===== config.mk =====
export PLATFORM = sky130hd
export DESIGN_NAME = adjust_key_ctrl
export DESIGN_NICKNAME = d
export VERILOG_FILES = /design/src/rtl/adj_pkg.sv /design/src/rtl/key_debounce.sv /design/src/rtl/adjust_key_ctrl.sv
export SDC_FILE = /design/constraint.sdc
export NUM_CORES = 1
export LEC_CHECK = 0
export BUFFER_PORTS_ARGS = -buffer_cell sky130_fd_sc_hd__buf_2
export CAP_MARGIN = 15
export CORE_ASPECT_RATIO = 0.75
export CORE_MARGIN = 2
export CORE_UTILIZATION = 60
export DETAILED_ROUTE_END_ITERATION = 10
export PLACE_DENSITY = 0.88
export SLEW_MARGIN = 20
export SYNTH_ARGS = -nofsm -noshare
export SYNTH_HDL_FRONTEND = slang
export SYNTH_SLANG_ARGS = --single-unit
export TNS_END_PERCENT = 20

===== constraint.sdc =====
create_clock -name clk -period 3.4 [get_ports clk]
set_clock_uncertainty 0.05 [all_clocks]
set_input_delay 0.34 -clock clk [delete_from_list [all_inputs] [get_ports clk]]
set_output_delay 0.34 -clock clk [all_outputs]
set_load 0.02 [all_outputs]

===== src/rtl/adj_pkg.sv =====
// Shared types and default timing for the filter adjust-key controller.
// Imported by the debounce block and the top-level step FSM.
package adj_pkg;

  typedef enum logic [1:0] {
    IDLE,
    FIRST,
    HOLD,
    REPEAT
  } state_t;

  typedef enum logic [1:0] {
    NONE,
    UP,
    DOWN
  } code_t;

  localparam int DEF_N_TGT         = 4;
  localparam int DEF_DB_CYCLES     = 50000;
  localparam int DEF_HOLD_FRAMES   = 30;
  localparam int DEF_REPEAT_FRAMES = 4;

  // Both keys down reads as a release.
  function automatic code_t key_code(
    input logic inc,
    input logic dec
  );
    code_t c;
    c = NONE;
    unique case (1'b1)
      inc & ~dec: c = UP;
      dec & ~inc: c = DOWN;
      default:    c = NONE;
    endcase
    return c;
  endfunction

endpackage


===== src/rtl/key_debounce.sv =====
// 2-FF synchronizer plus reload-counter debounce for one active-low key.
// Output is active-high and starts "pressed" so a key held over reset never arms.
module key_debounce
  import adj_pkg::*;
#(
  parameter int DB_CYCLES = DEF_DB_CYCLES
) (
  input  logic clk,
  input  logic rst,
  input  logic key_n,
  output logic pressed
);

  localparam int CW = $clog2(DB_CYCLES + 1);

  logic          s1;
  logic          s2;
  logic [CW-1:0] cnt;

  always_ff @(posedge clk or negedge rst) begin
    if (!rst) begin
      s1 <= 1'b0;
      s2 <= 1'b0;
    end else begin
      s1 <= key_n;
      s2 <= s1;
    end
  end

  always_ff @(posedge clk or negedge rst) begin
    if (!rst) begin
      cnt     <= '0;
      pressed <= 1'b1;
    end else if (~s2 == pressed) begin
      cnt <= '0;
    end else if (cnt == CW'(DB_CYCLES - 1)) begin
      cnt     <= '0;
      pressed <= ~s2;
    end else begin
      cnt <= cnt + 1'b1;
    end
  end

endmodule


===== src/rtl/adjust_key_ctrl.sv =====
// Key/switch front end: debounce, press-and-hold auto-repeat and
// frame-aligned inc/dec/enable routing to the pixel filter chain.
module adjust_key_ctrl
  import adj_pkg::*;
#(
  parameter int N_TGT         = DEF_N_TGT,
  parameter int DB_CYCLES     = DEF_DB_CYCLES,
  parameter int HOLD_FRAMES   = DEF_HOLD_FRAMES,
  parameter int REPEAT_FRAMES = DEF_REPEAT_FRAMES
) (
  input  logic                     clk,
  input  logic                     rst,
  input  logic                     frame_en,
  input  logic                     key_inc_n,
  input  logic                     key_dec_n,
  input  logic [$clog2(N_TGT)-1:0] sel,
  input  logic [N_TGT-1:0]         en_sw,
  output logic [N_TGT-1:0]         inc_out,
  output logic [N_TGT-1:0]         dec_out,
  output logic [N_TGT-1:0]         enable_out,
  output logic                     busy
);

  localparam int SW   = $clog2(N_TGT);
  localparam int FMAX = (HOLD_FRAMES > REPEAT_FRAMES) ?
                        HOLD_FRAMES : REPEAT_FRAMES;
  localparam int FW   = $clog2(FMAX + 1);

  logic inc_p;
  logic dec_p;

  key_debounce #(
    .DB_CYCLES(DB_CYCLES)
  ) u_inc (
    .clk    (clk),
    .rst    (rst),
    .key_n  (key_inc_n),
    .pressed(inc_p)
  );

  key_debounce #(
    .DB_CYCLES(DB_CYCLES)
  ) u_dec (
    .clk    (clk),
    .rst    (rst),
    .key_n  (key_dec_n),
    .pressed(dec_p)
  );

  logic [SW-1:0]    sel_s1;
  logic [SW-1:0]    sel_s2;
  logic [N_TGT-1:0] en_s1;
  logic [N_TGT-1:0] en_s2;

  always_ff @(posedge clk or negedge rst) begin
    if (!rst) begin
      sel_s1 <= '0;
      sel_s2 <= '0;
      en_s1  <= '0;
      en_s2  <= '0;
    end else begin
      sel_s1 <= sel;
      sel_s2 <= sel_s1;
      en_s1  <= en_sw;
      en_s2  <= en_s1;
    end
  end

  code_t         code;
  state_t        state;
  state_t        state_nx;
  code_t         dir_q;
  code_t         dir_nx;
  logic [SW-1:0] sel_q;
  logic [SW-1:0] sel_nx;
  logic [FW-1:0] fcnt;
  logic [FW-1:0] fcnt_nx;
  logic [FW-1:0] fcnt_inc;
  logic          pending;
  logic          pending_nx;
  logic          armed;
  logic          held;
  logic          hold_hit;
  logic          rep_hit;
  logic          step;

  assign code     = key_code(inc_p, dec_p);
  assign held     = (code == dir_q);
  assign fcnt_inc = (fcnt == FW'(FMAX)) ? fcnt : fcnt + 1'b1;
  assign hold_hit = (int'(fcnt) + 1 >= HOLD_FRAMES);
  assign rep_hit  = (int'(fcnt) + 1 >= REPEAT_FRAMES);
  assign busy     = (state != IDLE);

  always_comb begin
    state_nx   = state;
    dir_nx     = dir_q;
    sel_nx     = sel_q;
    fcnt_nx    = fcnt;
    pending_nx = pending;
    step       = 1'b0;
    unique case (state)
      IDLE: begin
        if (armed && code != NONE) begin
          dir_nx     = code;
          sel_nx     = sel_s2;
          pending_nx = 1'b1;
          fcnt_nx    = '0;
          state_nx   = FIRST;
        end
      end
      FIRST: begin
        // the first step is owed even if the key lets go early
        if (frame_en && pending) begin
          step       = 1'b1;
          pending_nx = 1'b0;
          state_nx   = held ? HOLD : IDLE;
        end else if (!pending) begin
          state_nx = IDLE;
        end
      end
      HOLD: begin
        if (!held) begin
          state_nx = IDLE;
        end else if (frame_en) begin
          if (hold_hit) begin
            step     = 1'b1;
            fcnt_nx  = '0;
            state_nx = REPEAT;
          end else begin
            fcnt_nx = fcnt_inc;
          end
        end
      end
      REPEAT: begin
        if (!held) begin
          state_nx = IDLE;
        end else if (frame_en) begin
          if (rep_hit) begin
            step    = 1'b1;
            fcnt_nx = '0;
          end else begin
            fcnt_nx = fcnt_inc;
          end
        end
      end
      default: state_nx = IDLE;
    endcase
  end

  always_ff @(posedge clk or negedge rst) begin
    if (!rst) begin
      state   <= IDLE;
      dir_q   <= NONE;
      sel_q   <= '0;
      fcnt    <= '0;
      pending <= 1'b0;
      armed   <= 1'b0;
    end else begin
      state   <= state_nx;
      dir_q   <= dir_nx;
      sel_q   <= sel_nx;
      fcnt    <= fcnt_nx;
      pending <= pending_nx;
      armed   <= armed | (!inc_p && !dec_p);
    end
  end

  logic [N_TGT-1:0] onehot;
  logic             tgt_ok;

  assign onehot = N_TGT'(1) << sel_q;
  assign tgt_ok = (int'(sel_q) < N_TGT);

  always_ff @(posedge clk or negedge rst) begin
    if (!rst) begin
      inc_out    <= '0;
      dec_out    <= '0;
      enable_out <= '0;
    end else begin
      inc_out <= (step && dir_q == UP && tgt_ok) ? onehot : '0;
      dec_out <= (step && dir_q == DOWN && tgt_ok) ? onehot : '0;
      if (frame_en) begin
        enable_out <= en_s2;
      end
    end
  end

endmodule


==> results of run 1 <==
==> logic make-up (layout without fill, tap and decap cells) <==
kind of cell               after synthesis  in the layout
AOI/OAI and AO/OA                       31             31
xor gates and xnor gates                34             34
buffers and inverters                   20             57
adders and majority gates               13             13
and+or+nand+nor                        130            130
muxes                                    9              9
DFF                                     75             75
==> power by group <==
part	internal, mW	total [mW]	switching [mW]
logic	0.175	0.441	0.267
clock network	0.279	0.585	0.306
registers	0.938	0.978	0.0401
==> path summary, 6_finish.rpt <==
check,to,cells past startpoint
hold / removal,sel_s1[0]$_DFF_PN0_,1
setup / recovery,fcnt[0]$_DFFE_PN0P_,8
setup reg to reg,fcnt[0]$_DFFE_PN0P_,8
hold reg to reg,u_inc.s2$_DFF_PN0_,0
min in group asynchronous,dec_out[0]$_DFF_PN0_,3
max in group asynchronous,en_s1[3]$_DFF_PN0_,3
==> critical path, stage by stage (launching register included) <==
cell	delay, ns
dfstp_2	0.56
inv_1	0.06
ha_1	0.22
xnor2_1	0.21
and2_1	0.20
a21oi_1	0.11
a221oi_4	0.33
a21boi_1	0.24
mux2i_1	0.10
==> state kept, by name, summed over array words and instances (netlist names), 4 cells and up <==
register    cells
u_dec.cnt      16
u_inc.cnt      16
fcnt            5
dec_out         4
en_s1           4
en_s2           4
enable_out      4
inc_out         4
==> metal layers <==
metal / up-vias / routed length (um) / global-route usage
li1: 1122 / - / -
met1: 1116 / 2811 / 0.2968
met3: 12 / 302 / 0.06522
met5: - / 0 / 0
met4: 0 / 89 / 0.09259
met2: 64 / 2905 / 0.3226
==> layout make-up <==
cell class	count	area, sq um
multi-input combinational	217	1454
clock buffer	11	141.4
sequential	75	1879
clock inverter	4	27.53
tap	75	93.84
fill	395	1614
timing repair buffer	26	140.1
inverter	16	60.06
==> cells in the final DEF (no fill, tap or decap), types with 7 or more instances in the layout <==
cell	synthesis	final
a21oi_1	7	7
and3_1	7	7
buf_2	2	23
clkbuf_8	0	10
dfrtp_1	73	73
ha_1	13	13
inv_1	16	16
mux2_2	8	8
nand2_1	27	27
nand3_1	17	17
nor2_1	47	47
nor3_1	8	8
o21ai_0	7	7
xnor2_1	20	20
xor2_1	14	14
==> stage by stage <==
step	total power, mW	hold slack (ns)	utilization	area (sq um)	worst slack, ns
finish	2.005	0.05044	0.7017	3796	1.196
global route	2.116	0.02839	0.7017	3796	0.9547
CTS	2.017	0.02633	0.7017	3796	1.169
detailed placement	1.429	0.2847	0.6686	3617	1.187
global placement	1.400	0.2817	0.6686	3617	1.314
floorplan	1.315	-0.005591	-	3411	1.396
==> flow_metrics.env, run 1 <==
export IMPL_synth_compound_area_frac=0.07740
export IMPL_cp_arrival_ns=2.38
export IMPL_relSlewSlack=0.6141
export IMPL_ys_seq_area_frac=0.5510
export IMPL_r2r_start="u_inc.pressed$_DFFE_PN1P_"
export IMPL_drv_slew=0
export IMPL_cts_htree_levels=3
export IMPL_wl_per_cell_um=14.41
export IMPL_synthTopCellsByCount="73 x dfrtp_1, 47 x nor2_1, 27 x nand2_1"
export IMPL_dp_hpwl_mm=4.356
export IMPL_nets=369
export IMPL_powerDensity_nw_per_um2=528.1
export IMPL_n_antenna_cell=0
export IMPL_drt_drc_violations_left=0
export IMPL_drt_pass1_iterations=4
export IMPL_ctsResizeCount=0
export IMPL_grt_overflow=0
export IMPL_synth_main_ff_cell="dfrtp_1"
export IMPL_cts_root_buf="clkbuf_8"
export IMPL_drive_gt1_frac=0.1748
export IMPL_synth_top_area_share=0.5356
export IMPL_period_needed_ns=2.204
export IMPL_grtUsageTotal=0.2162
export IMPL_ir_worst_vdd_mv=0.2321
export IMPL_synthCells=312
export IMPL_setup_viol=0
export IMPL_grt_pass1_vias=2290
export IMPL_portBuffers=23
export IMPL_yosysMostFrequentCell="dfrtp_1"
export IMPL_routed_via_density=5.458
export IMPL_grt_pass1_wl_mm=10.70
export IMPL_die_x_um=91.06
export IMPL_worst_setup_path_end_kind="register"
export IMPL_dp_cells=408
export IMPL_ctsHoldBuffers=1
export IMPL_leakagePower_nw=1.670
export IMPL_fp_coreArea_sq_um=5410
export IMPL_synth_simple_area_share=0.1845
export IMPL_required_ns=3.58
export IMPL_rows=23
export IMPL_ys_ff_latch=75
export IMPL_synth_edf_count=0
export IMPL_worst_setup_path_start_kind="register"
export IMPL_hp_start="sel[0]"
export IMPL_synthesis_area_sq_um=3411
export IMPL_worstSkewPairLatency_ns=0.34
export IMPL_fin_crit_sh=0.6484
export IMPL_clockBufferDepth=2
export IMPL_dieArea_sq_um=6310
export IMPL_synthAdderAreaFrac=0.04769
export IMPL_instances_no_fill=424
export IMPL_synth_top_area_cell="dfrtp_1"
export IMPL_syn_area_per_cell_sq_um=10.93
export IMPL_synthXorXnorAreaFrac=0.08731
export IMPL_die_h_um=69.30
export IMPL_clkSlewWorstSetupHoldPaths_ns=0.08
export IMPL_rsz0062_at_grt="no"
export IMPL_regToRegSetupSlack_ns=1.20
export IMPL_async_reset_ff_frac=1.000
export IMPL_cp_startpoint="u_inc.pressed$_DFFE_PN1P_"
export IMPL_drv_cap=0
export IMPL_ys_types=44
export IMPL_run_status="completed"
export IMPL_crit_path_max_fanout=8
export IMPL_post_cts_setup_buffer_count=0
export IMPL_min_path_type="in -> reg"
export IMPL_cts_buffers=9
export IMPL_synth_area_mux_share=0.02935
export IMPL_cts_sinks=75
export IMPL_fmax_mhz=453.6
export IMPL_antenna_left=0
export IMPL_crit_type="reg -> reg"
export IMPL_tns_ns=0
export IMPL_initial_core_util=0.6304
export IMPL_synth_top_family_by_area="simple AND/OR/NAND/NOR gates"
export IMPL_drt_iter0_markers=131
export IMPL_totalWireLength_mm=6.108
export IMPL_final_hold_viol_count=0
export IMPL_worst_pin_slew_ns=0.5789
export IMPL_cts_tree="yes"
export IMPL_antenna_found_initial=0
export IMPL_io_pin_count=24
export IMPL_gp_congestion=0.9060
export IMPL_vias=2314
export IMPL_synth_warnings=0
export IMPL_synth_net_count=336
export IMPL_synthToLayoutAreaGrowth_pct=11.30
export IMPL_synth_area_leaders="dfrtp_1 54%, nor2_1 5.2%, xnor2_1 5.1%, ha_1 4.8%, xor2_1 3.6%"
export IMPL_grt_max_degree=50
Power figures use the tool's default switching activity.
==> inputs of run 2 (changes only) <==
- CORE_UTILIZATION: 60 -> 59
- PLACE_DENSITY: 0.88 -> 0.87
- clock period: 3.4 -> 2.05 ns (I/O delays scaled with it)
==> flow_metrics.env, run 2 (same netlist as run 1, synthesis figures left out) <==
export IMPL_dp_slack_ns=-0.06167
export IMPL_min_path_type="in -> reg"
export IMPL_crit_top_cell="a21oi_1"
export IMPL_hp_start="frame_en"
export IMPL_finalCoreUtilization=0.7416
export IMPL_grt_pass1_vias=2262
export IMPL_clockBufferDepth=2
export IMPL_die_x_um=91.80
export IMPL_setup_viol=2
export IMPL_worst_setup_path_start_kind="register"
export IMPL_crit_path_max_fanout=6
export IMPL_drt_iter0_markers=128
export IMPL_portBuffers=23
export IMPL_run_status="finished, violations left"
export IMPL_hold_end="enable_out[0]$_DFFE_PN0P_"
export IMPL_critical_path_top_delay_family="compound AO/OA/AOI/OAI gates"
export IMPL_drt_drc_violations_left=0
export IMPL_cp_slowest_cell="dfstp_2"
export IMPL_routed_via_density=5.338
export IMPL_io_pin_count=24
export IMPL_ir_worst_vdd_mv=0.4829
export IMPL_cp_cell_sequence="inv_2 -> ha_4 -> xnor2_2 -> and2_4 -> a21oi_1 -> a221oi_4 -> buf_4 -> a21oi_1 -> a21oi_1"
export IMPL_grt_max_degree=76
export IMPL_crit_type="reg -> reg"
export IMPL_dieArea_sq_um=6411
export IMPL_cts_tree="yes"
export IMPL_r2r_cells=9
export IMPL_layout_commonest_cell="dfrtp_1"
export IMPL_gp_congestion=0.8505
export IMPL_hold_slack_ns=0.2149
export IMPL_clkSlewWorstSetupHoldPaths_ns=0.08
export IMPL_synthToLayoutAreaGrowth_pct=18.89
export IMPL_drive_gt1_frac=0.2249
export IMPL_powerDensity_nw_per_um2=841.4
export IMPL_drv_cap=0
export IMPL_nets=388
export IMPL_fin_ws_ns=-0.02329
export IMPL_dp_hpwl_mm=4.081
export IMPL_n_antenna_cell=0
export IMPL_die_h_um=69.85
export IMPL_final_hold_viol_count=0
export IMPL_leakagePower_nw=1.792
export IMPL_min_path_cells=2
export IMPL_grt_overflow=0
export IMPL_grtUsageTotal=0.2090
export IMPL_antenna_left=0
export IMPL_r2r_start="u_inc.pressed$_DFFE_PN1P_"
export IMPL_rows=23
export IMPL_grt_pass1_wl_mm=10.34
export IMPL_final_cell_mix="73 x dfrtp_1, 47 x nor2_1, 25 x nand2_1"
export IMPL_fmax_mhz=482.3
export IMPL_cts_sinks=75
export IMPL_rsz0062_at_grt="yes"
export IMPL_violations="negative setup slack"
export IMPL_worst_pin_slew_ns=0.4661
export IMPL_antenna_found_initial=0
export IMPL_vias=2370
export IMPL_max_stage_delay_ns=0.56
export IMPL_cp_arrival_ns=2.29
export IMPL_relSlewSlack=0.6885
export IMPL_fin_crit_sh=1.011
export IMPL_period_needed_ns=2.073
export IMPL_worst_setup_path_end_kind="register"
export IMPL_regToRegSetupSlack_ns=-0.02
export IMPL_cts_root_buf="clkbuf_8"
export IMPL_drv_slew=0
export IMPL_nFillCells=353
export IMPL_worstSkewPairLatency_ns=0.35
export IMPL_cts_buffers=9
export IMPL_r2r_end="fcnt[2]$_DFFE_PN0P_"
export IMPL_initial_core_util=0.6238
export IMPL_totalWireLength_mm=6.010
export IMPL_required_ns=2.27
export IMPL_reg_top3="u_dec.cnt x16, u_inc.cnt x16, fcnt x5"
export IMPL_drt_pass1_iterations=4
export IMPL_cts_htree_levels=3
export IMPL_crit_buf_inv=2
export IMPL_wl_per_cell_um=13.54
export IMPL_fp_coreArea_sq_um=5468
==> run 2: changes by cell type in the layout (fill, tap and decap cells not counted), sizes merged <==
cell and change:
buf +11, dlygate4sd3 +8, clkinv +3, clkinvlp -2
==> run 2: how the worst max path moves through the flow <==
stage                                    startpoint                   to  depth (start not counted)
final                     u_inc.pressed$_DFFE_PN1P_  fcnt[2]$_DFFE_PN0P_                          9
after global routing      u_inc.pressed$_DFFE_PN1P_  fcnt[3]$_DFFE_PN0P_                          9
after CTS                 u_inc.pressed$_DFFE_PN1P_  fcnt[2]$_DFFE_PN0P_                          9
after detailed placement  u_inc.pressed$_DFFE_PN1P_  fcnt[1]$_DFFE_PN0P_                          8
after global placement    u_inc.pressed$_DFFE_PN1P_  fcnt[1]$_DFFE_PN0P_                          8
after floorplan           u_inc.pressed$_DFFE_PN1P_  fcnt[1]$_DFFE_PN0P_                          8
==> run 2: final cells by class <==
cell class                 instances  area, sq um  area share
clock buffer                      11        141.4     0.03487
clock inverter                     5        38.79    0.009565
inverter                          16        60.06     0.01481
multi-input combinational        217         1526      0.3764
sequential                        75         1879      0.4634
tap                               75        93.84     0.02314
timing repair buffer              45        315.3     0.07775
==> run 2: report_power, final <==
group          switching [mW]  leakage (nW)  internal, mW
Sequential             0.0666         0.978          1.56
Combinational           0.452         0.724         0.336
Clock                   0.526        0.0895         0.476
==> run 2: layer usage <==
layer | GRT usage | share of wire
met3 | 0.09022 | 0.048
met1 | 0.2766 | 0.46
met5 | 0 | 0
met4 | 0.07960 | 0.013
met2 | 0.3072 | 0.48
==> run 2: timing repair <==
item,in CTS,in global routing
setup endpoints to repair,10,15
gates resized for setup,5,9
hold buffers,9,0
gates cloned,0,0
buffers inserted,1,2
endpoints found under the hold margin,81,0
pin swaps,3,10
==> run 2: through the flow <==
step	setup TNS (ns)	power [mW]	cells	instance area, sq um
2_1_floorplan	0	2.182	312	3411
3_3_place_gp	0	2.364	416	3690
3_5_place_dp	-0.2566	2.394	416	3690
4_1_cts	-0.001057	3.445	442	3991
5_1_grt	-1.232	3.641	444	4055
6_report	-0.03178	3.412	444	4055
